==> src/rtl/hazard_pkg.sv <==
// rtl/hazard_pkg.sv - shared constants and types for the hazard/forwarding unit
// Holds store opcodes, forward-select encodings and the load-use stall FSM state type.
package hazard_pkg;

   // Store opcodes; their data operand may need forwarding from WB.
   localparam logic [5:0] OP_SW = 6'b101011;
   localparam logic [5:0] OP_SH = 6'b101001;
   localparam logic [5:0] OP_SB = 6'b101000;

   // Operand mux selects; 0x means "use the decoder default".
   localparam logic [1:0] FWD_MEM = 2'b11;
   localparam logic [1:0] FWD_WB  = 2'b10;

   typedef enum logic {
      ST_IDLE  = 1'b0,
      ST_STALL = 1'b1
   } stall_state_t;

endpackage

==> src/rtl/fwd_select.sv <==
// rtl/fwd_select.sv - MEM/WB-priority operand forward select for one source register
// Ports:
//   src            source register of the EX instruction
//   mem_write_reg  destination in MEM, mem_reg_write its write enable
//   wb_write_reg   destination in WB,  wb_reg_write  its write enable
//   fwd_en         forwarding allowed for this operand
//   dflt           decoder default select bit
//   sel            11 = MEM, 10 = WB, {0,dflt} otherwise
module fwd_select
   import hazard_pkg::*;
#(
   parameter int ADDR_W = 5
) (
   input  logic [ADDR_W-1:0] src,
   input  logic [ADDR_W-1:0] mem_write_reg,
   input  logic              mem_reg_write,
   input  logic [ADDR_W-1:0] wb_write_reg,
   input  logic              wb_reg_write,
   input  logic              fwd_en,
   input  logic              dflt,
   output logic [1:0]        sel
);

   logic mem_match;
   logic wb_match;

   // Register 0 is hardwired to zero, so a write to it never produces a value.
   assign mem_match = mem_reg_write && (mem_write_reg == src) && (src != '0);
   assign wb_match  = wb_reg_write  && (wb_write_reg  == src) && (src != '0);

   always_comb begin
      sel = {1'b0, dflt};
      if (fwd_en) begin
         // MEM holds the younger result, so it wins over WB.
         if (mem_match) begin
            sel = FWD_MEM;
         end else if (wb_match) begin
            sel = FWD_WB;
         end
      end
   end

endmodule

==> src/rtl/hazard_forward_unit.sv <==
// rtl/hazard_forward_unit.sv - operand/store-data forwarding and load-use stall control
// Ports:
//   Clk, Reset_n                 clock, synchronous active-low reset
//   ID_*                         sources of the instruction in ID
//   EX_*, MEM_*, WB_*            pipeline-register fields used for matching
//   ALUSrcSelect, ShiftSelect    decoder defaults for the ALU B / A muxes
//   Flush                        taken branch/jump, squashes ID
//   EX_Shift, EX_ALUSrc          A / B operand mux selects
//   MEM_WriteData, EX_WriteData  store-data forward from WB
//   PC_Write, IFID_Write         0 = hold PC / IF-ID
//   IDEX_Bubble                  1 = load NOP into ID/EX
//   Busy                         stall FSM in STALL
//   StallCount                   saturating count of stalled cycles
module hazard_forward_unit
   import hazard_pkg::*;
#(
   parameter int ADDR_W            = 5,
   parameter int OPC_W             = 6,
   parameter int LOAD_STALL_CYCLES = 1,
   parameter int CNT_W             = 16
) (
   input  logic              Clk,
   input  logic              Reset_n,
   input  logic [ADDR_W-1:0] ID_Rs,
   input  logic [ADDR_W-1:0] ID_Rt,
   input  logic              ID_UsesRt,
   input  logic [ADDR_W-1:0] EX_Rs,
   input  logic [ADDR_W-1:0] EX_Rt,
   input  logic [ADDR_W-1:0] EX_WriteReg,
   input  logic              EX_RegWrite,
   input  logic              EX_MemRead,
   input  logic [OPC_W-1:0]  EX_OPCode,
   input  logic [OPC_W-1:0]  MEM_OPCode,
   input  logic [ADDR_W-1:0] MEM_Rt,
   input  logic [ADDR_W-1:0] MEM_WriteReg,
   input  logic [ADDR_W-1:0] WB_WriteReg,
   input  logic              MEM_RegWrite,
   input  logic              WB_RegWrite,
   input  logic              ALUSrcSelect,
   input  logic              ShiftSelect,
   input  logic              Flush,
   output logic [1:0]        EX_Shift,
   output logic [1:0]        EX_ALUSrc,
   output logic              MEM_WriteData,
   output logic              EX_WriteData,
   output logic              PC_Write,
   output logic              IFID_Write,
   output logic              IDEX_Bubble,
   output logic              Busy,
   output logic [CNT_W-1:0]  StallCount
);

   localparam logic [2:0] REM_INIT = 3'(LOAD_STALL_CYCLES - 1);

   stall_state_t     state;
   stall_state_t     state_nxt;
   stall_state_t     cur_state;
   logic [2:0]       rem;
   logic [2:0]       rem_nxt;
   logic             hazard;
   logic             stall;
   logic             mem_is_store;
   logic             ex_is_store;
   logic             mem_rt_wb_match;
   logic             ex_rt_wb_match;

   // ---------------------------------------------------------------
   // Operand forwarding
   // ---------------------------------------------------------------
   fwd_select #(.ADDR_W(ADDR_W)) u_fwd_rs (
      .src           (EX_Rs),
      .mem_write_reg (MEM_WriteReg),
      .mem_reg_write (MEM_RegWrite),
      .wb_write_reg  (WB_WriteReg),
      .wb_reg_write  (WB_RegWrite),
      .fwd_en        (1'b1),
      .dflt          (ShiftSelect),
      .sel           (EX_Shift)
   );

   // An immediate B operand (ALUSrcSelect=1) must never be overridden by a forward.
   fwd_select #(.ADDR_W(ADDR_W)) u_fwd_rt (
      .src           (EX_Rt),
      .mem_write_reg (MEM_WriteReg),
      .mem_reg_write (MEM_RegWrite),
      .wb_write_reg  (WB_WriteReg),
      .wb_reg_write  (WB_RegWrite),
      .fwd_en        (!ALUSrcSelect),
      .dflt          (ALUSrcSelect),
      .sel           (EX_ALUSrc)
   );

   // ---------------------------------------------------------------
   // Store-data forwarding from WB
   // ---------------------------------------------------------------
   assign mem_is_store = (MEM_OPCode == OPC_W'(OP_SW)) ||
                         (MEM_OPCode == OPC_W'(OP_SH)) ||
                         (MEM_OPCode == OPC_W'(OP_SB));
   assign ex_is_store  = (EX_OPCode == OPC_W'(OP_SW)) ||
                         (EX_OPCode == OPC_W'(OP_SH)) ||
                         (EX_OPCode == OPC_W'(OP_SB));

   assign mem_rt_wb_match = WB_RegWrite && (WB_WriteReg == MEM_Rt) && (MEM_Rt != '0);
   assign ex_rt_wb_match  = WB_RegWrite && (WB_WriteReg == EX_Rt)  && (EX_Rt  != '0);

   assign MEM_WriteData = mem_is_store && mem_rt_wb_match;
   assign EX_WriteData  = ex_is_store  && ex_rt_wb_match;

   // ---------------------------------------------------------------
   // Load-use stall controller
   // ---------------------------------------------------------------
   assign hazard = EX_MemRead && EX_RegWrite && (EX_WriteReg != '0) &&
                   ((EX_WriteReg == ID_Rs) || (ID_UsesRt && (EX_WriteReg == ID_Rt))) &&
                   !Flush;

   // While reset is held the stall outputs behave as if already back in IDLE.
   assign cur_state = Reset_n ? state : ST_IDLE;

   always_comb begin
      state_nxt = cur_state;
      rem_nxt   = rem;
      stall     = 1'b0;
      if (Flush) begin
         state_nxt = ST_IDLE;
         rem_nxt   = 3'd0;
      end else begin
         case (cur_state)
            ST_IDLE: begin
               if (hazard) begin
                  stall = 1'b1;
                  if (LOAD_STALL_CYCLES > 1) begin
                     state_nxt = ST_STALL;
                     rem_nxt   = REM_INIT;
                  end
               end
            end
            ST_STALL: begin
               // Hazard detection is suspended here; the EX load is still in flight.
               stall   = 1'b1;
               rem_nxt = rem - 3'd1;
               if (rem <= 3'd1) begin
                  state_nxt = ST_IDLE;
                  rem_nxt   = 3'd0;
               end
            end
            default: begin
               state_nxt = ST_IDLE;
               rem_nxt   = 3'd0;
            end
         endcase
      end
   end

   always_ff @(posedge Clk) begin
      if (!Reset_n) begin
         state      <= ST_IDLE;
         rem        <= 3'd0;
         StallCount <= '0;
      end else begin
         state <= state_nxt;
         rem   <= rem_nxt;
         if (stall && (StallCount != {CNT_W{1'b1}})) begin
            StallCount <= StallCount + CNT_W'(1);
         end
      end
   end

   assign PC_Write    = !stall;
   assign IFID_Write  = !stall;
   assign IDEX_Bubble = stall;
   assign Busy        = (cur_state == ST_STALL);

endmodule

==> config.mk <==
export PLATFORM = sky130hd
export DESIGN_NAME = hazard_forward_unit
export DESIGN_NICKNAME = d
export VERILOG_FILES = /design/src/rtl/hazard_pkg.sv /design/src/rtl/fwd_select.sv /design/src/rtl/hazard_forward_unit.sv
export SDC_FILE = /design/constraint.sdc
export NUM_CORES = 1
export LEC_CHECK = 0
export CAP_MARGIN = 20
export CORE_AREA = 2 2 68 70
export DETAILED_ROUTE_END_ITERATION = 16
export DIE_AREA = 0 0 70 72
export PLACE_DENSITY = 0.79
export RECOVER_POWER = 100
export REMOVE_ABC_BUFFERS = 1
export SLEW_MARGIN = 0
export SYNTH_ARGS = -nofsm -noshare
export SYNTH_HDL_FRONTEND = slang
export SYNTH_HIERARCHICAL = 1
export SYNTH_SLANG_ARGS = --single-unit
==> constraint.sdc <==
create_clock -name Clk -period 2.4 [get_ports Clk]
set_input_delay 0.24 -clock Clk [delete_from_list [all_inputs] [get_ports Clk]]
set_output_delay 0.24 -clock Clk [all_outputs]
set_load 0.02 [all_outputs]
# After elaboration in Yosys (flattened, before gate mapping)
# Cells that the tools add are included.
# totals
inputBits	62
word_cells	64
out_inout_bits	26
reg_bits	20
# op_classes
eq_ne	14
add_sub_neg	2
magnitude_cmp	1
reduce_logical	31
bitwise_logic	2
muxes	11
# ops
operator	count
== test 6 bit, second input constant	6
== test 5 bit	7
nonzero test 5 bit	4
logical AND 1 bit	18
adder 16 x 1 -> 16 bit, second input constant	1
inequality test 16 bit, second input constant	1
2-to-1 mux 2 bit	5
logical OR 1 bit	5
2-to-1 mux 1 bit	4
<= comparator 3 x 1 -> 1 bit, second input constant	1
2-to-1 mux 3 bit	1
OR reduction 3 bit	1
subtractor 3 x 1 -> 3 bit, second input constant	1
zero test 1 bit	2
NOT 1 bit	2
case mux 1 bit (2 select lines)	1
OR reduction 2 bit	1

# Logic depth before layout (Yosys ltp)
# Gate-level depths: netlist of run 1.
# logic_depth
depth_word	9
mapped_depth	8

# Hierarchy
# The synthesis of run 1 kept the hierarchy.
# by_module_without_submodules
module	seq_area_each_um2	area_each_um2	instances	cells_each
hazard_forward_unit	400.4	1346.3	1	164
fwd_select	0.0	152.6	2	21

# Worst setup path after synthesis of run 1
# No wires, ideal clock.
# synth_timing
path_type	register to register
start	reg StallCount[0]
end	reg StallCount[1]
path_slack_ns	0.348
setup_time_ns	0.128
period_less_slack_ns	2.052
stages_incl_launch_ff	9
path_buffers	1
arrival_time_ns	1.924
cell_sequence	dfxtp_1 ha_1 nand3_2 nor4_2 a32oi_2 nand2_4 buf_6 mux2i_1 nor2_1
# synth_between
elab_chain_len	2
word_cells_on_any_way	3
cone_classes	1 x add/sub; 1 x eq/ne; 1 x reduce/logical
# synth_rtl
item	line_no	rtl
start, declared	hazard_forward_unit.sv:50	output logic [CNT_W-1:0] StallCount
start signal, assigned	hazard_forward_unit.sv:163	StallCount <= StallCount + CNT_W'(1);
branches (longest 2 deep; another with adder 16 x 1 -> 16 bit)	-	
# Several ways; the timed one is not identified.
# A chain may end at the register's enable or synchronous reset.

# Worst setup path after layout of run 1
# layout_timing
start	in EX_Rt[1]
end	out EX_ALUSrc[1]
# layout_between
elab_chain_len	6
word_cells_on_any_way	10
cone_classes	2 x eq/ne; 3 x mux; 5 x reduce/logical
# layout_rtl
item	line_no	rtl
start, declared	hazard_forward_unit.sv:28	input logic [ADDR_W-1:0] EX_Rt,
== test 5 bit	fwd_select.sv:29	assign wb_match = wb_reg_write && (wb_write_reg == src) && (src != '0);
logical AND 1 bit (2 in a row)	fwd_select.sv:29	
2-to-1 mux 2 bit	fwd_select.sv:37	end else if (wb_match) begin
2-to-1 mux 2 bit (*)	fwd_select.sv:35	if (mem_match) begin
2-to-1 mux 2 bit (*)	fwd_select.sv:33	if (fwd_en) begin
end, declared	hazard_forward_unit.sv:43	output logic [1:0] EX_ALUSrc,
# Every way passes the cells marked *; elsewhere a longest branch is shown, timed or not.

==> results.py, run 1 <==
metrics = {
    "synth": {
        "synth_commonest_cells": "26 x xnor2_1, 20 x dfxtp_1, 20 x nand2_1",
        "synth.yosys.seq_area_share": 0.2424,
        "synth_edf_count": 0,
        "async_flop_share": 0,
        "synth_area_leader_cell": "dfxtp_1",
        "synthCells": 206,
        "ys_ff_latch": 20,
        "synthTopCellsByArea": "dfxtp_1 24%, xnor2_1 14%, xor2_1 7.4%, a21oi_1 4.5%, nand2_1 4.5%",
        "netlist_area_mm2": 0.001652,
        "avgSynthCellArea_um2": 8.017,
        "synth_top_area_frac": 0.2424,
        "synth_most_common_cell": "xnor2_1",
        "ys.flop_type": "dfxtp_1",
        "ys.warnings.count": 6,
        "ys_types": 42,
    },
    "floorplanning": {
        "io_pins": 88,
        "dieArea_mm2": 0.005040,
        "initial_core_util": 0.3873,
        "die-width_um": 70,
        "die_h_um": 72,
        "design.core.area_mm2": 0.004264,
        "rows": 24,
    },
    "global_route": {
        "gr-total-overflow": 0,
        "grt_pass1_wl_um": 8321,
        "antenna_found_initial": 0,
        "first_global_vias": 1869,
        "grt_use_total": 0.1988,
        "grt_max_degree": 16,
    },
    "worst_setup_path": {
        "cp.buffers_inverters": 2,
        "critPathArrivalTime_ns": 2.08,
        "critPathLaunchType": "primary input",
        "cp_top_family": "buffers and inverters",
        "crit_path_end_kind": "output port",
        "rr_endpoint": "StallCount[1]",
        "critPathMaxStageDelay_ns": 0.60,
        "crit_fanout": 5,
        "critPathLaunch": "EX_Rt[1]",
        "ff2ff_setup_slack_ns": 0.23,
        "slowest_stage": "clkdlybuf4s50_1",
        "timing.rr.start": "StallCount[1]",
        "cp_common_cell": "clkdlybuf4s50_1",
        "crit_path_end": "EX_ALUSrc[1]",
        "worst-r2r-cell-count": 8,
        "required_ns": 2.16,
        "crit_chain": "clkdlybuf4s50_1, xor2_1, nor4_2, nand4_1, nand2_1, clkdlybuf4s50_1",
        "critical_path_depth": 6,
        "setup.worst_path.class": "primary input to output port",
    },
    "routing": {
        "routed_via_density": 5.116,
        "first_iter_violations": 60,
        "firstDrtPassIters": 4,
        "vias": 1903,
        "drtAntennaViolNets": 0,
        "route.detailed.drc": 0,
        "drt-total-wl_um": 4980,
        "wl_per_cell_um": 13.39,
    },
    "power_and_ir_drop": {
        "report.power.total_uw": 851.2,
        "cellPowerDensity_mw_per_mm2": 305.1,
        "p_leak_uw": 0.001079,
        "ir_drop_uv": 229.8,
    },
    "worst_hold_path": {
        "hp-class": "register to register",
        "whs_path_depth": 2,
    },
    "timing": {
        "period_minus_slack_ns": 2.320,
        "slew_viol_final": 0,
        "setup_viol": 0,
        "hold_viol_final": 0,
        "fin_tns_setup_ns": 0,
        "skew_ns": 0.001581,
        "fmax_ghz": 0.4310,
        "rsz0062_at_grt": "false",
        "hold_ws_ns": 0.5034,
        "post-route-period-util": 0.9668,
    },
    "placement": {
        "hpwl_um": 4011,
        "port_buffers": 87,
        "gp_congestion": 0.8635,
        "dp_cells": 368,
    },
    "clock_network": {
        "cts_max_level": 1,
        "path_clk_slew_ns": 0.07,
        "clk_path_buf_depth": 2,
        "cts_root_buf": "clkbuf_8",
        "clock_latency_ns": 0.26,
        "cts_made_buffers": 3,
        "cts_tree": "built",
        "cts_sinks": 20,
    },
    "layout": {
        "nets": 386,
        "num_antenna_cells": 0,
        "drive_gt1_frac": 0.1313,
        "final_cells": 372,
        "syn2layout_area_growth_pct": 68.94,
    },
    "outcome": {
        "outcome": "completed",
    },
    "job": {
        "cap_violations": 0,
    },
}
tightest hold or removal path: cells and delay by family (launching register included):
kind / cells / cell delay, ns
flip-flops: 1 / 0.33
AO/OA/AOI/OAI: 2 / 0.13
logic make-up (layout without fill, tap and decap cells):
| logic type | Yosys count | in the layout | share of synthesized area |
|---|---|---|---|
| AND/OR/NAND/NOR | 91 | 91 | 0.3144 |
| XOR/XNOR | 40 | 40 | 0.2121 |
| AO/OA/AOI/OAI | 35 | 35 | 0.1462 |
| flip-flops | 20 | 20 | 0.2424 |
| buffers and inverters | 13 | 126 | 0.04091 |
| adder cells (fa/ha/maj) | 3 | 3 | 0.02273 |
| multiplexers | 3 | 3 | 0.01894 |
| other | 1 | 2 | 0.002271 |
placed cells by master, fill, tap and decap left out, types with 3 or more instances in the layout:
cell type / count
xnor2_1: 26
ha_1: 3
nand4_1: 8
dlygate4sd3_1: 17
o31ai_1: 5
clkbuf_8: 4
nand2_1: 20
nand3_1: 10
clkdlybuf4s50_1: 64
a21oi_1: 15
nor2_1: 14
dlygate4sd2_1: 5
nor3_1: 6
nor4_2: 5
o21ai_1: 5
inv_1: 9
buf_4: 23
dfxtp_1: 20
nor4_1: 3
or4_1: 7
xor2_1: 14
or3_1: 5
where the power goes:
part | internal [uW] | switching, uW | leakage, uW
Sequential | 332 | 0.0841 | 0.000161
Clock | 146 | 111 | 0.0000288
Combinational | 163 | 99.5 | 0.000889
how the worst min path moves through the flow:
stage | from | to | slack (ns)
3_3_place_gp | StallCount[11] | StallCount[11] | 0.48
5_1_grt | StallCount[11] | StallCount[11] | 0.52
4_1_cts | StallCount[11] | StallCount[11] | 0.51
6_report | StallCount[14] | StallCount[14] | 0.50
3_5_place_dp | StallCount[11] | StallCount[11] | 0.49
2_1_floorplan | Reset_n | StallCount[4] | 0.38
flip-flops by register name, indices dropped and copies added, names as in the netlist:
name / cells
StallCount: 16
rem: 3
state: 1
layout make-up:
type,count,area (um^2)
Tap cell,52,65.06
Inverter,9,33.78
Sequential cell,20,400.4
Clock buffer,4,55.05
Timing Repair Buffer,113,1050
Multi-Input combinational cell,174,1186
Fill cell,368,1474
routing by layer:
metal,wire [um],share of wire,up-vias,GRT usage
met1,2190,0.44,869,0.2453
met4,71,0.014,0,0.06624
met3,241,0.048,8,0.02083
li1,-,-,971,-
met5,0,0,-,0
met2,2476,0.50,55,0.3630
per-stage QoR:
stage	cell area, um^2	utilization	worst slack [ns]
after detailed placement	2765	0.6485	-0.1042
after global placement	2765	0.6485	-0.07893
after floorplan	1622	-	0.3682
after CTS	2814	0.6599	0.03733
final	2790	0.6543	0.07967
after global routing	2790	0.6543	0.006055
timing repair:
action | in CTS | in global routing
buffers inserted | 0 | 0
endpoints found under the setup margin | 5 | 3
gates resized for setup | 5 | 3
hold buffers | 0 | 0
Note: power is estimated with default switching activity, not from simulation.
==> run 2, diff against run 1 <==
SETUP_SLACK_MARGIN = 0.2   (was not set)
==> run 2 against run 1 <==
Against the previous run: routed wire length grew 7.0%; cell area grew 4.6%; clock power grew 2%; register-to-register slack gained 0.14 ns; largest cell class unchanged; total power grew 1.5%; critical path type unchanged; largest power group unchanged; highest routed layer unchanged; sequential cell count is the same; worst setup slack gained 0.054 ns; critical endpoint is now IFID_Write; via count grew 3.2%; die area is the same; fmax grew 2.4%; cell count grew 1.1%.
==> results.py, run 2 (synthesized netlist as in run 1, its figures left out) <==
metrics = {
    "global_route": {
        "grt_busiest_layer": "met2",
        "grt_max_degree": 16,
        "grtUsageMet1": 0.2453,
        "gr-total-overflow": 0,
        "grt_pass1_wl_um": 8369,
        "first_global_vias": 1884,
        "gr-usage-met2": 0.3661,
        "grt_use_total": 0.1996,
        "antenna_found_initial": 0,
        "met3_usage": 0.02083,
    },
    "placement": {
        "pre_cts_ws_ns": -0.1042,
        "port_buffers": 87,
        "placed_area_mm2": 0.002765,
        "hpwl_um": 4011,
        "gp_congestion": 0.8635,
    },
    "floorplanning": {
        "initial_core_util": 0.3873,
        "design.core.area_mm2": 0.004264,
        "die_h_um": 72,
        "die-width_um": 70,
        "dieArea_mm2": 0.005040,
        "io_pins": 88,
        "rows": 24,
    },
    "clock_network": {
        "cts_tree": "built",
        "cts_made_buffers": 3,
        "cts_root_buf": "clkbuf_8",
        "cts_sinks": 20,
        "clk_path_buf_depth": 2,
        "clock_latency_ns": 0.26,
        "path_clk_slew_ns": 0.07,
        "cts_max_level": 1,
    },
    "timing": {
        "fmax_ghz": 0.4412,
        "slew_viol_final": 0,
        "post-route-period-util": 0.9445,
        "hold_viol_final": 0,
        "skew_ns": 0.001804,
        "fin_ws_ns": 0.1333,
        "period_minus_slack_ns": 2.267,
        "rsz0062_at_grt": "true",
        "hold_ws_ns": 0.5010,
        "setup_viol": 0,
    },
    "layout": {
        "nets": 390,
        "num_antenna_cells": 0,
        "largest_reg_flops": 16,
        "top_regs": "StallCount: 16 flops, rem: 3 flops, state: 1 flops",
        "largest-register": "StallCount",
        "final_area_mm2": 0.002918,
        "syn2layout_area_growth_pct": 76.67,
        "drive_gt1_frac": 0.1698,
        "final_cell_mix": "53 x clkdlybuf4s50_1, 24 x buf_4, 23 x xnor2_1",
        "final_common_cell": "clkdlybuf4s50_1",
        "fillers": 341,
    },
    "routing": {
        "vias": 1964,
        "routed_via_density": 5.223,
        "firstDrtPassIters": 4,
        "first_iter_violations": 72,
        "drtAntennaViolNets": 0,
        "drt-total-wl_um": 5330,
        "wl_per_cell_um": 14.18,
        "route.detailed.drc": 0,
    },
    "worst_setup_path": {
        "timing.rr.start": "StallCount[1]",
        "ff2ff_setup_slack_ns": 0.37,
        "crit_fanout": 4,
        "critPathLaunchType": "primary input",
        "setup.worst_path.class": "primary input to output port",
        "rr_endpoint": "StallCount[1]",
        "worst-r2r-cell-count": 8,
        "critPathLaunch": "EX_WriteReg[2]",
        "crit_path_end": "IFID_Write",
        "crit_path_end_kind": "output port",
        "required_ns": 2.16,
        "critPathArrivalTime_ns": 2.03,
    },
    "worst_hold_path": {
        "min_from": "StallCount[11]",
        "hp-class": "register to register",
    },
    "power_and_ir_drop": {
        "ir_drop_uv": 231.0,
        "cellPowerDensity_mw_per_mm2": 296.0,
        "p_leak_uw": 0.001208,
    },
    "job": {
        "cap_violations": 0,
    },
    "outcome": {
        "outcome": "completed",
    },
}
==> run 2: layout make-up <==
cell class              instances  area (um^2)  share of cell area
multi-input cells             175         1250              0.4284
repair buffers                116         1112              0.3812
flip-flops and latches         20        401.6              0.1376
well taps                      52        65.06             0.02230
clock buffers                   4        55.05             0.01887
inverters                       9        33.78             0.01158
==> run 2: how the worst min path moves through the flow <==
stage,to,slack [ns],cells past startpoint
2_1_floorplan,StallCount[4],0.38,2
3_3_place_gp,StallCount[11],0.48,2
3_5_place_dp,StallCount[11],0.49,2
4_1_cts,StallCount[11],0.51,2
5_1_grt,StallCount[11],0.52,2
6_report,StallCount[11],0.50,2
==> run 2: through the flow <==
stage	power, uW	utilization	std cells	TNS [ns]
floorplan	427.6	-	203	0
global placement	596.9	0.6485	368	-0.2296
detailed placement	601.8	0.6485	368	-0.4951
CTS	858.1	0.6626	373	0
global route	901.9	0.6843	376	0
finish	863.7	0.6843	376	0
==> run 2: critical path, stage by stage <==
cell             delay [ns]
clkdlybuf4s50_1        0.43
or4_4                  0.52
o2111ai_1              0.24
o21a_1                 0.20
clkdlybuf4s25_1        0.39
==> run 2: layer usage <==
metal | wire [um] | vias to the layer above
met3 | 275 | 4
met4 | 33 | 0
met1 | 2270 | 915
met2 | 2750 | 64
li1 | - | 981
met5 | 0 | -
==> run 2: what timing repair did <==
action / in CTS / in global routing
hold buffers: 0 / 0
gates cloned: 0 / 2
resized for setup: 14 / 20
endpoints found under the setup margin: 9 / 20
pin swaps: 1 / 8
setup buffers: 1 / 1
==> run 2: power breakdown <==
group	internal (uW)	total (uW)	switching [uW]
combinational	166	271	105
sequential	332	332	0.0946
clock	146	261	115
total	644	864	220
